--- src/rtl/pc_predict_unit.sv ---
// pc_predict_unit: fetch PC register with 2-bit counter branch prediction and resolve/redirect
// Ports:
//   clk, rst_n                clock (rising edge), asynchronous active-low reset
//   stall                     hold fetch_pc (overridden by redirect)
//   fetch_pc                  registered fetch address
//   if_is_br/if_ccc/if_imm    branch info for the instruction at fetch_pc
//   pred_taken                combinational prediction for fetch_pc
//   br_valid/br_pc/br_ccc/br_imm/br_pred/flags   resolving branch and {N,Z,V}
//   redirect/redirect_pc      mispredict flush and corrected next PC
//   br_taken                  actual outcome (0 when no branch resolves)
//   mispredicts               saturating mispredict count
module pc_predict_unit #(
    parameter int              ADDR_W    = 16,
    parameter int              IMM_W     = 9,
    parameter int              BHT_DEPTH = 16,
    parameter logic [ADDR_W-1:0] RESET_PC = '0,
    parameter int              CNT_W     = 16
) (
    input  logic              clk,
    input  logic              rst_n,
    input  logic              stall,
    output logic [ADDR_W-1:0] fetch_pc,
    input  logic              if_is_br,
    input  logic [2:0]        if_ccc,
    input  logic [IMM_W-1:0]  if_imm,
    output logic              pred_taken,
    input  logic              br_valid,
    input  logic [ADDR_W-1:0] br_pc,
    input  logic [2:0]        br_ccc,
    input  logic [IMM_W-1:0]  br_imm,
    input  logic              br_pred,
    input  logic [2:0]        flags,
    output logic              redirect,
    output logic [ADDR_W-1:0] redirect_pc,
    output logic              br_taken,
    output logic [CNT_W-1:0]  mispredicts
);
    localparam int IDX_W = $clog2(BHT_DEPTH);

    logic [1:0]        bht [BHT_DEPTH];
    logic [IDX_W-1:0]  f_idx, b_idx;
    logic [1:0]        ctr;
    logic [ADDR_W-1:0] next_pc;

    function automatic logic [ADDR_W-1:0] seq(input logic [ADDR_W-1:0] pc);
        return pc + ADDR_W'(2);
    endfunction

    // offset is in half-words, so the sign-extended immediate is doubled
    function automatic logic [ADDR_W-1:0] tgt(input logic [ADDR_W-1:0] pc, input logic [IMM_W-1:0] imm);
        return pc + ADDR_W'(2) + (ADDR_W'($signed(imm)) << 1);
    endfunction

    // flags = {N,Z,V}
    function automatic logic cond(input logic [2:0] c, input logic [2:0] f);
        logic n, z, v;
        n = f[2];
        z = f[1];
        v = f[0];
        case (c)
            3'b000:  return !z;
            3'b001:  return z;
            3'b010:  return !z && !n;
            3'b011:  return n;
            3'b100:  return z || (!z && !n);
            3'b101:  return n || z;
            3'b110:  return v;
            default: return 1'b1;
        endcase
    endfunction

    assign f_idx       = fetch_pc[IDX_W:1];
    assign b_idx       = br_pc[IDX_W:1];
    assign ctr         = bht[b_idx];
    assign pred_taken  = if_is_br && (if_ccc == 3'b111 || bht[f_idx][1]);
    assign br_taken    = br_valid && cond(br_ccc, flags);
    assign redirect    = br_valid && (br_taken != br_pred);
    assign redirect_pc = br_taken ? tgt(br_pc, br_imm) : seq(br_pc);

    always_comb begin
        next_pc = redirect ? redirect_pc : stall ? fetch_pc : pred_taken ? tgt(fetch_pc, if_imm) : seq(fetch_pc);
    end

    always_ff @(posedge clk or negedge rst_n) begin
        if (!rst_n) begin
            fetch_pc    <= RESET_PC;
            mispredicts <= '0;
        end else begin
            fetch_pc <= next_pc;
            if (redirect && mispredicts != '1)
                mispredicts <= mispredicts + 1'b1;
        end
    end

    // unconditional branches carry no information and never train the table
    always_ff @(posedge clk or negedge rst_n) begin
        if (!rst_n) begin
            for (int i = 0; i < BHT_DEPTH; i++)
                bht[i] <= 2'b01;
        end else if (br_valid && br_ccc != 3'b111) begin
            bht[b_idx] <= br_taken ? (ctr == 2'b11 ? ctr : ctr + 2'd1)
                                   : (ctr == 2'b00 ? ctr : ctr - 2'd1);
        end
    end
endmodule
--- config.mk ---
export PLATFORM = sky130hd
export DESIGN_NAME = pc_predict_unit
export DESIGN_NICKNAME = d
export VERILOG_FILES = /design/src/rtl/pc_predict_unit.sv
export SDC_FILE = /design/constraint.sdc
export NUM_CORES = 1
export LEC_CHECK = 0
export ABC_AREA = 1
export CAP_MARGIN = 10
export CORE_MARGIN = 4
export CORE_UTILIZATION = 32
export CTS_CLUSTER_DIAMETER = 40
export DETAILED_ROUTE_END_ITERATION = 8
export GPL_TIMING_DRIVEN = 0
export PLACE_DENSITY_LB_ADDON = 0.1
export SKIP_CTS_REPAIR_TIMING = 1
export SLEW_MARGIN = 5
export SYNTH_ARGS = -nofsm -noshare
export SYNTH_HDL_FRONTEND = slang
export SYNTH_SLANG_ARGS = --single-unit
--- constraint.sdc ---
create_clock -name clk -period 5.35 [get_ports clk]
set_input_delay 0.535 -clock clk [delete_from_list [all_inputs] [get_ports clk]]
set_output_delay 0.535 -clock clk [all_outputs]
set_load 0.03 [all_outputs]
==> metrics, run 1 <==
post-synthesis compound-gate area fraction=11.9%; Worst Path Required=~4.8 ns; critical path class=in -> out; final core utilization=roughly two fifths; Fin. Hold Viols=0; Synth Area in XOR/XNOR=6.43%; initial antenna violation count=0; # Max-Cap Violations=0; YS warnings=0; GRT Residual Overflow=0; # port buffers=~100; Die W=between 100 and 150 um; via count=~6,000; 1st-iter DRT viols=roughly 270; post-synthesis adder-cell area fraction=8.82%; I/O Pins=100; Max stage delay on crit path=0.67 ns; final-layout fill cell count=just over 2,000; number of remaining DRC errors=0; Wirelength per Cell=14.2 um; Worst setup startpoint=br_pc[2]; Tcrit/Tclk final=90.0%; slowest cell on the critical path=clkdlybuf4s50_1; setup TNS=0 ns; clock root buffer=clkbuf_16; die area=approximately 0.021 mm^2; HPWL after DPL=roughly 15,000 um; critical path capture point=redirect_pc[15]; CP startpoint kind=primary input; ant diodes=0; WHS=around 0.10 ns; dpl cell area=0.00743 mm^2; Leak=roughly 3.7 nW; sw frac=46.6%; status=finished clean; die height=~150 um; GRT Overall Usage=~17%; skew final=0.00934 ns; post-route ant nets=0; RSZ-0062 raised after global routing=false; TritonCTS Buffers=9; GP Congestion=roughly 0.87; Cell Chain, Critical Path=clkdlybuf4s50_1 -> buf_4 -> inv_2 -> nor3_4 -> nand4_1 -> o21ai_0 -> inv_1 -> ha_1 -> nand2_1 -> nor3_1 -> nand3_1 -> nand2_1 -> nand2_1 -> nand3_1 -> nand2_1 -> nand2_1 -> clkdlybuf4s50_1; r2r startpoint=fetch_pc[2]; worst-path fanout max=10; worst slew margin relative to its limit=between 50% and 60%; Crit. End Element=output port; post-synth cell types=39; worst min path class=in -> async; # rows=50; TritonCTS clock tree=done; detailed-route wire length=around 19,000 um; Post-Syn Instances=between 900 and 1,000; Starting Density=around 33%; Initial DRT Pass Iterations=5; clk_lat worst skew=~0.34 ns; f_max=around 210 MHz; first-pass GRT wire length=30,600 um; syn nets=~1,000; vias in the first global route=about 5,900; CTS Sinks=64; Final Setup Violations=0; layout cells sized above 1=a little over 7%; FF-to-FF setup slack=roughly 2.2 ns; worst vdd ir=roughly 0.20 mV; Avg Inst Size Synth=6.43 um^2; R2R Path End=fetch_pc[15]; CTS clk-pin slew, worst paths=around 0.06 ns; DR vias/cell=between 4 and 5; net switching power=about 1.5 mW; Final Max Slew Viols=0; mux share of post-synthesis cell area=0%; clock network fraction of total power=between 10% and 20%; Longest Clk Path Bufs=2; P_int=roughly 1.7 mW; core area=approximately 0.019 mm^2; Synth-to-Final Area Change=26.1%; fin crit period=between 4 and 5 ns; Synth Register Bits=64; post-route cell area=approximately 0.0077 mm^2; combinational share of power=between 50% and 60%; final net count=around 1,200; largest net degree at the start of global routing=40; Simple-Gate Fraction of Synth Area=36.6%; worst slew pin tran=0.614 ns; H-tree depth=3; Post-Syn Area=approximately 0.0061 mm^2; r2r worst-path depth=20; worst path arrival time=approximately 4.3 ns; Seq pwr share=25.9%; largest family of logic cells by synthesized area=simple AND/OR/NAND/NOR gates; most frequent cell on the critical path=nand2_1; sequential area share after synthesis=a little over a quarter; power per cell area=between 400 and 500 mW/mm^2
==> registers in the layout (all words and copies together), names as in the netlist <==
name,count
fetch_pc,16
mispredicts,16
bht,32
==> area by class of cell <==
type,instances,area [um^2],share of cell area [%]
Buffer,17,133,1.72
Clock buffer,11,243,3.14
Clock inverter,5,56.3,0.729
Inverter,123,467,6.04
Multi-Input combinational cell,748,3910,50.5
Sequential cell,64,1620,21.0
Tap cell,234,293,3.79
Timing Repair Buffer,100,1010,13.1
==> stage by stage <==
stage | std cells | total power, mW | setup WS [ns]
6_report | 1302 | 3.23 | 0.534
5_1_grt | 1302 | 3.53 | 0.229
4_1_cts | 1302 | 3.28 | 0.467
3_5_place_dp | 1286 | 2.65 | 0.485
3_3_place_gp | 1285 | 2.66 | 0.451
2_1_floorplan | 952 | 2.05 | 2.10
==> metal layers <==
layer | part of all wire [%] | routed length [um] | GRT usage [%] | up-vias
met1 | 50 | 9350 | 24.8 | 2732
met5 | 0 | 0 | 0 | -
li1 | - | - | - | 3301
met4 | 1.0 | 185 | 3.86 | 0
met3 | 4.0 | 734 | 2.89 | 11
met2 | 45 | 8270 | 28.0 | 114
==> critical path: cells and delay by family <==
family,cells,cell delay (ns)
AO/OA/AOI/OAI,1,0.38
adder cells (fa/ha/maj),1,0.40
buffers and inverters,5,1.73
AND/OR/NAND/NOR,10,1.25
==> logic make-up after synthesis <==
logic type | after synthesis
fa+ha+maj | 42
compound gates | 133
buf+inv | 140
simple gates | 528
flops | 64
xor+xnor | 45
==> cells in the mapped netlist <==
master | number | area share, %
a21o_1 | 4 | 0.49
nand2_1 | 287 | 18
a21oi_1 | 47 | 3.8
nor3_1 | 13 | 1.1
nand3_2 | 3 | 0.49
o21ai_2 | 2 | 0.29
dfrtp_1 | 48 | 20
nand3b_1 | 4 | 0.49
xnor2_1 | 10 | 1.4
clkbuf_1 | 1 | 0.061
buf_2 | 4 | 0.33
o21bai_1 | 7 | 0.86
buf_8 | 1 | 0.25
xor2_1 | 35 | 5.0
o22ai_1 | 1 | 0.10
ha_1 | 40 | 8.2
nand3_1 | 76 | 6.2
nand4_2 | 1 | 0.20
inv_1 | 117 | 7.2
dfstp_2 | 16 | 6.9
o21ai_0 | 57 | 4.7
inv_6 | 1 | 0.14
nor2_2 | 3 | 0.31
nor4_1 | 1 | 0.10
buf_6 | 3 | 0.55
buf_4 | 8 | 0.98
nand2_2 | 7 | 0.71
a31o_2 | 1 | 0.14
o21ai_1 | 5 | 0.41
nor3_2 | 1 | 0.16
nor3_4 | 1 | 0.27
inv_2 | 5 | 0.31
and2_1 | 2 | 0.20
fa_1 | 2 | 0.65
o21ai_4 | 1 | 0.27
nor4_2 | 1 | 0.20
a31oi_1 | 8 | 0.82
nor2_1 | 109 | 6.7
nand4_1 | 19 | 1.9
==> cells in the final DEF, fill, tap and decap left out, types with 8 or more instances in the layout <==
cell	n
nor3_1	13
dfstp_2	16
clkdlybuf4s50_1	98
buf_4	9
nand3_1	76
inv_1	117
nor2_1	109
ha_1	40
xnor2_1	10
a31oi_1	8
clkbuf_16	9
nand2_1	287
o21ai_0	57
xor2_1	35
nand4_1	19
a21oi_1	47
dfrtp_1	48
==> worst min path at each step <==
stage,to,slack [ns],cells after the start
2_1_floorplan,bht[11],0.24,0
3_3_place_gp,fetch_pc[0],0.48,2
3_5_place_dp,fetch_pc[0],0.47,2
4_1_cts,mispredicts[5],0.11,1
5_1_grt,mispredicts[2],0.12,1
6_report,mispredicts[5],0.10,1
==> power groups by stage <==
| stage | Sequential [mW] | Combinational [mW] | Clock, mW |
|---|---|---|---|
| 6_report | 0.837 | 1.80 | 0.598 |
| 5_1_grt | 0.869 | 2.03 | 0.638 |
| 4_1_cts | 0.840 | 1.82 | 0.619 |
| 3_5_place_dp | 0.847 | 1.81 | 0 |
| 3_3_place_gp | 0.846 | 1.81 | 0 |
| 2_1_floorplan | 0.968 | 1.08 | 0 |
(Power assumes the default switching activity.)
==> run 2: changes to the inputs <==
Settings changed: CORE_UTILIZATION 32 to 55, SETUP_SLACK_MARGIN set to 0.15.
==> run 2 against run 1 <==
Final area is 3.0% lower. Sequential cell count stayed put. Wire length is 13% lower. First-iteration DRC count is 67% higher. Register-to-register slack worse by 0.06 ns. Critical path depth stayed put. Largest power group unchanged.
==> metrics, run 2 (synthesized netlist as in run 1, its figures left out) <==
status=finished clean; GRT Overall Usage=25.6%; CP Buf/Inv Count=5; Starting Density=56.3%; Cell Count, Final, Fillers Out=about 1,200; GP Congestion=0.902; I/O Pins=100; CTS Sinks=between 60 and 70; vias in the first global route=between 5,000 and 6,000; die area=between 0.01 and 0.015 mm^2; slowest cell on the critical path=clkdlybuf4s50_1; most common cell after layout, fill and taps aside=nand2_1; worst path arrival time=4.29 ns; Tot Pwr=between 3 and 4 mW; Worst Path Required=4.82 ns; worst slew margin relative to its limit=46.9%; worst min path class=in -> async; H-tree depth=3; clock root buffer=clkbuf_8; fin crit period=between 4 and 5 ns; RSZ-0062 raised after global routing=false; critical path class=in -> out; most frequent cells in the layout=nand2_1 (287), inv_1 (117), nor2_1 (109), clkdlybuf4s50_1 (98), nand3_1 (76); TritonCTS clock tree=done; skew final=between 0.01 and 0.015 ns; post-route ant nets=0; layout cells sized above 1=between 7 and 8%; core area=approximately 0.011 mm^2; die height=between 100 and 150 um; post-route cell area=approximately 0.0075 mm^2; Max stage delay on crit path=0.67 ns; WHS=roughly 0.26 ns; power per cell area=just over 400 mW/mm^2; first-pass GRT wire length=roughly 27,000 um; Final Max Slew Viols=0; 1st-iter DRT viols=453; # Max-Cap Violations=0; Crit. End Element=output port; # rows=38; TritonCTS Buffers=9; largest net degree at the start of global routing=65; DR vias/cell=~5.2; most frequent cell on the critical path=nand2_1; Biggest register=bht; detailed-route wire length=16,100 um; initial antenna violation count=0; Wirelength per Cell=~13 um; worst-path fanout max=10; number of remaining DRC errors=0; Initial DRT Pass Iterations=6; setup TNS=0 ns; final-layout fill cell count=just over 1,000; biggest regs=bht (32), fetch_pc (16), mispredicts (16); worst vdd ir=roughly 0.31 mV; dpl cell area=~0.0073 mm^2; ant diodes=0; Fin. Hold Viols=0; Synth-to-Final Area Change=22.3%; HPWL after DPL=between 10,000 and 15,000 um; Reg area=0.00162 mm^2; clk_lat worst skew=approximately 0.34 ns; CTS clk-pin slew, worst paths=0.08 ns; dpl cells=1,191; Tcrit/Tclk final=about nine tenths; Leak=about 3.7 nW; Die W=between 100 and 150 um; area of the multi-input gates=0.00391 mm^2; via count=about 6,300; CP startpoint kind=primary input; f_max=just over 200 MHz; GRT Residual Overflow=0; Cell Chain, Critical Path=clkdlybuf4s50_1 -> buf_4 -> inv_2 -> nor3_4 -> nand4_1 -> o21ai_0 -> inv_1 -> ha_1 -> nand2_1 -> nor3_1 -> nand3_1 -> nand2_1 -> nand2_1 -> nand3_1 -> nand2_1 -> nand2_1 -> clkdlybuf4s50_1; Longest Clk Path Bufs=2; # port buffers=99; cell family with most CP delay=buffers and inverters; Final Setup Violations=0; Largest register FFs=32; worst slew pin tran=0.796 ns; final net count=1,153
[run 2: changes by cell type in the layout (fill, tap and decap cells not counted), sizes merged]
cell	previous run	this run
buf	18	17
clkbuf	12	11
clkinv	3	2
clkinvlp	1	2
inv	123	124
[run 2: routing by layer]
| metal | up-vias | part of all wire [%] | track usage, % |
|---|---|---|---|
| met4 | 0 | 1.3 | 5.69 |
| met1 | 2845 | 48 | 36.5 |
| met2 | 163 | 45 | 41.5 |
| met3 | 19 | 5.7 | 3.61 |
| li1 | 3304 | - | - |
| met5 | - | 0 | 0 |
[run 2: where the power goes]
part           internal, mW  switching (mW)  total [mW]  leakage, nW
Sequential            0.665           0.164       0.829        0.761
Combinational         0.686            1.10        1.78         2.83
Clock                 0.229           0.206       0.435       0.0989
Total                  1.58            1.47        3.05         3.69
[run 2: final timing paths]
path | start | end | slack, ns | cells past startpoint
max | br_pc[2] | redirect_pc[15] | 0.53 | 17
min | rst_n | mispredicts[2] | 0.26 | 1
max reg2reg | fetch_pc[2] | fetch_pc[15] | 2.17 | 20
min reg2reg | fetch_pc[0] | fetch_pc[0] | 0.48 | 2
max in group asynchronous | rst_n | fetch_pc[6] | 4.55 | 1
min in group clk | fetch_pc[0] | fetch_pc[0] | 0.48 | 2
[run 2: cell type report]
cell class,instances,share of cell area (%)
inverters,123,6.23
clock inverters,6,0.902
repair buffers,99,13.2
well taps,140,2.34
plain buffers,17,1.77
flip-flops and latches,64,21.6
multi-input cells,748,52.1
clock buffers,10,1.84
[run 2: through the flow]
step | setup WS (ns) | util, %
floorplan | 2.10 | -
global placement | 0.614 | 67.0
detailed placement | 0.594 | 67.0
CTS | 0.589 | 68.8
global route | 0.183 | 68.8
finish | 0.526 | 68.8
==> patch 1: new RTL, settings of run 1 <==
Make the reset (`rst_n`) synchronous in 2 clocked blocks. Comments in the files are not updated.
--- a/src/rtl/pc_predict_unit.sv
+++ b/src/rtl/pc_predict_unit.sv
@@ -81,7 +81,7 @@
         next_pc = redirect ? redirect_pc : stall ? fetch_pc : pred_taken ? tgt(fetch_pc, if_imm) : seq(fetch_pc);
     end
 
-    always_ff @(posedge clk or negedge rst_n) begin
+    always_ff @(posedge clk) begin
         if (!rst_n) begin
             fetch_pc    <= RESET_PC;
             mispredicts <= '0;
@@ -93,7 +93,7 @@
     end
 
     // unconditional branches carry no information and never train the table
-    always_ff @(posedge clk or negedge rst_n) begin
+    always_ff @(posedge clk) begin
         if (!rst_n) begin
             for (int i = 0; i < BHT_DEPTH; i++)
                 bht[i] <= 2'b01;
Function: differs if rst_n is asserted again (counterexample within 4 cycles, from zero or initial values and one cycle with rst_n low); with rst_n held inactive, the same outputs for 10 cycles.
==> patch 1 against run 1 <==
Area after synthesis up 5.0%; critical path depth up 2; routed wire length up 3.9%; sequential cell count up 4; cell area up 4.3%; setup slack better by 77 ps; sequential share of layout area down 0.12 points.
Power is not compared: it rests on default switching activity, and its combinational part moved more than twofold at a synthesized area within 25%.
==> patch 1: results (changes against run 1) <==
Critical path
The reg-to-reg critical path startpoint is fetch_pc[1]. The worst-case register-to-register setup slack is 2180 ps (-50 ps). The arrival time of the worst setup path is 4200 ps (-80 ps).

The endpoint identified for the worst register-to-register timing path is fetch_pc[14]. The end point of the critical path is redirect_pc[14].

Yosys
By count the netlist is led by sky130_fd_sc_hd__nand2_1 (300), sky130_fd_sc_hd__inv_1 (135), sky130_fd_sc_hd__nor2_1 (116), sky130_fd_sc_hd__nand3_1 (72), sky130_fd_sc_hd__ha_1 (41). The post-synth net total came to 1083 (+3.8%). The number of flops mapped to enable cells by yosys is 32 (+32). The register area share after synthesis is 26.2% (-0.32 points).

For this run, the leading register cell type out of synthesis is sky130_fd_sc_hd__dfxtp_1. The post-synthesis average cell area is 6.49 µm² (+0.83%). The distinct cell type count after synthesis is 49 (+26%). The async set-or-reset flop fraction in the synthesized netlist came to 0% (-100 points).

Detailed routing
The average via count per standard cell is 4.70 (-0.60%). The wire length after detailed routing is 19300 µm (+3.9%). The number of vias after detailed routing is 6441 (+4.6%). The post-route met1 wirelength is 9000 µm (-3.8%).

Placement
The last weighted congestion value of the routability-driven placer is 0.882 (+1.4%). The detailed placement HPWL is 15800 µm (+3.0%). The cell area after placement is 0.00774 mm² (+4.2%). The post-placement cell count is 1354 (+5.3%).

Layout
The total of fill cells in the finished design came to 2163 (+6.7%). The share of post-route cells with drive strength above 1 came to 7.96% (+0.85 points).

Timing
The slew at the pin with the worst max-slew slack is 684 ps (+69.6 ps). The post-route clock period utilization was 88.6% (-1.4 points). The clock tree skew after final layout is 6.47 ps (-2.87 ps). The final worst hold slack was 475 ps (+373 ps).

GRT
The global-route met2 utilization is 29.9% (+1.9 points). The first-pass GRT wire length is 31300 µm (+2.5%). The met1 demand-to-capacity share in global routing was 23.4% (-1.4 points). The total routing usage reported by global routing was 17.7% (+0.17 points).

Status
The flow ran to the end, and the final reports show no timing, DRC or antenna violations.
## patch 1: logic make-up (layout without fill, tap and decap cells)
group / count (synthesis) / count (layout) / synth area share [%]
simple gates: 560 / 560 / 37.9
buf+inv: 166 / 280 / 11.2
compound gates: 110 / 110 / 10.1
flops: 68 / 68 / 26.2
xor+xnor: 44 / 44 / 5.99
fa+ha+maj: 43 / 43 / 8.60
## patch 1: power by group
| part | internal (µW) | total [µW] | leakage (µW) | switching [µW] |
|---|---|---|---|---|
| registers | 574 | 610 | 0.000593 | 35.9 |
| logic | 276 | 736 | 0.00278 | 460 |
| clock network | 383 | 610 | 0.000160 | 227 |
| total | 1230 | 1960 | 0.00353 | 723 |
## patch 1: layout make-up
cell class	instances	area (µm²)	area share [%]
Timing Repair Buffer	98	981	12.2
Tap cell	265	332	4.12
Clock buffer	12	289	3.59
Clock inverter	4	25.0	0.311
Sequential cell	68	1680	20.9
Buffer	20	150	1.86
Inverter	146	573	7.11
Multi-Input combinational cell	757	4030	50.0
==> patch 2: new RTL, config.mk and constraints of run 1 <==
Without the edit above. Change the parameter `IMM_W` from 9 to 7.
--- a/src/rtl/pc_predict_unit.sv
+++ b/src/rtl/pc_predict_unit.sv
@@ -11,7 +11,7 @@
 //   mispredicts               saturating mispredict count
 module pc_predict_unit #(
     parameter int              ADDR_W    = 16,
-    parameter int              IMM_W     = 9,
+    parameter int              IMM_W     = 7,
     parameter int              BHT_DEPTH = 16,
     parameter logic [ADDR_W-1:0] RESET_PC = '0,
     parameter int              CNT_W     = 16
Ports: changed (resized br_imm and if_imm); port bits go from 100 to 96. No check against the original RTL was run, so the function may have changed too.
==> patch 2 against run 1 <==
Global-route usage fell by 0.67 points; total power down 11%; final cell count decreased by 5.5%; area after synthesis decreased by 1.9%; cell area is 2.1% lower; sequential cell count is the same; routed wire length decreased by 4.9%; setup slack worse by 160 ps; hold slack gained 380 ps.
==> patch 2: results (changes against run 1) <==
Status
The flow ran to the end, and the final reports show no timing, DRC or antenna violations.

GRT
The pin count of the biggest net entering global routing is 63 (+57%). The global-route met2 utilization is 28.5% (+0.46 points). The number of antenna violations at the first check in global routing is 0 (unchanged). The first-pass GRT wire length is 29400 µm (-3.9%). The met3 track utilization from global routing is 3.18% (+0.29 points). The total routing usage reported by global routing was 16.8% (-0.67 points). The met1 demand-to-capacity share in global routing came to 22.3% (-2.5 points).

Layout
The share of post-route cells with drive strength above 1 is 10.3% (+3.2 points). The number of nets in the layout is 1084 (-6.1%). The total of fill cells in the finished design is 1970 (-2.8%). The diode insertion count for antenna repair is 0 (unchanged). The largest registers in the layout are bht x32, fetch_pc x16, mispredicts x16.

Timing
The clock tree skew after final layout is 9.06 ps (-0.274 ps). The slew at the pin with the worst max-slew slack is 582 ps (-31.9 ps). The final sum of negative setup slack is 0 ps (unchanged).

Pwr
The leakage power figure is 0.00360 µW (-4.1%). The maximum ir drop on the vdd rail came to 0.174 mV (-12%).

Yosys
The async set-or-reset flop fraction in the synthesized netlist came to 100% (unchanged). In the post-synthesis netlist, the biggest area contributors are sky130_fd_sc_hd__dfrtp_1 (20%), sky130_fd_sc_hd__nand2_1 (17%), sky130_fd_sc_hd__ha_1 (8.3%). The post-synth net total is 976 (-6.4%).

The distinct cell type count after synthesis was 41 (+5.1%). The register area share after synthesis came to 27.0% (+0.52 points). By count the netlist is led by sky130_fd_sc_hd__nand2_1 (279), sky130_fd_sc_hd__inv_1 (95), sky130_fd_sc_hd__nand3_1 (70), sky130_fd_sc_hd__nor2_1 (63), sky130_fd_sc_hd__dfrtp_1 (48). The count of synthesis-stage warnings from yosys is 0 (unchanged).

Detailed routing
The mean routed wirelength per cell is 14.3 µm (+0.54%). The number of vias after detailed routing is 5841 (-5.1%). The count of routing violations after the opening detailed-route iteration is 335 (+24%).

Clock network
The H-tree depth reported by CTS is 3 (unchanged). The CTS clock-pin slew for the worst setup and hold paths is 50 ps. The maximum number of buffers from clock root to sink is 2 (unchanged).

The clock root buffer is sky130_fd_sc_hd__clkbuf_16. The clock latency on the worst-skew pair is 340 ps (about the same).

Worst hold path
The kind of path behind the tightest hold check is reg -> reg. The worst hold path was traced through 2 stages.

Placement
The last weighted congestion value of the routability-driven placer is 0.843 (-3.1%). The number of buffers inserted by port buffering is 95 (-4.0%). The detailed placement HPWL is 14300 µm (-7.3%).

Critical path
The critical-path cell with the highest stage delay is sky130_fd_sc_hd__clkdlybuf4s50_1. The arrival time of the worst setup path came to 4440 ps (+160 ps). The worst stage delay on the critical path came to 780 ps (+110 ps). The worst reg-to-reg path cell count is 18 (-10%). The biggest fanout along the worst timing path is 11 (+1).
==> patch 2: power breakdown <==
group	internal (µW)	switching [µW]	total [µW]
registers	634	152	785
clock network	327	234	561
logic	600	941	1540
total	1560	1330	2890
==> patch 2: stage by stage <==
| stage | instances | setup WS (ps) | util (%) | instance area, µm² |
|---|---|---|---|---|
| finish | 1231 | 374 | 41.5 | 7560 |
| floorplan | 889 | 2050 | - | 6010 |
| global route | 1231 | 32.5 | 41.5 | 7560 |
| CTS | 1230 | 367 | 41.5 | 7550 |
| detailed placement | 1214 | 383 | 39.9 | 7270 |
| global placement | 1213 | 369 | 39.8 | 7240 |
==> patch 2: cell type report <==
cell class                 instances  share of cell area, %
clock buffer                      10                   3.16
multi-input combinational        699                   50.7
timing repair buffer              97                   13.0
clock inverter                     6                  0.596
buffer                            18                   1.89
inverter                         108                   5.43
tap                              229                   3.79
sequential                        64                   21.4
==> patch 2: final timing paths <==
check / to / slack [ps] / startpoint
max: redirect_pc[13] / 370 / br_pc[2]
min: bht[20] / 480 / bht[20]
max reg2reg: fetch_pc[15] / 2050 / fetch_pc[2]
min reg2reg: bht[20] / 480 / bht[20]
max in group asynchronous: bht[4] / 4240 / rst_n
min in group asynchronous: fetch_pc[13] / 550 / rst_n
==> patch 2: logic make-up (layout without fill, tap and decap cells) <==
kind of cell	after synthesis	after routing	share of synthesized area, %
flops	64	64	27.0
simple gates	472	472	34.2
fa+ha+maj	42	42	9.00
compound gates	133	133	12.9
buf+inv	126	239	9.21
xor+xnor	52	52	7.71
==> patch 2: worst max-delay path: cells and delay by family <==
kind	cells	cell delay [ps]
simple gates	7	860
buf+inv	6	1920
fa+ha+maj	1	370
xor+xnor	1	270
compound gates	2	470
==> patch 2: routing by layer <==
layer	up-vias	wire length (µm)
li1	3108	-
met1	2621	8390
met2	93	8380
met3	19	592
met4	0	256
met5	-	0
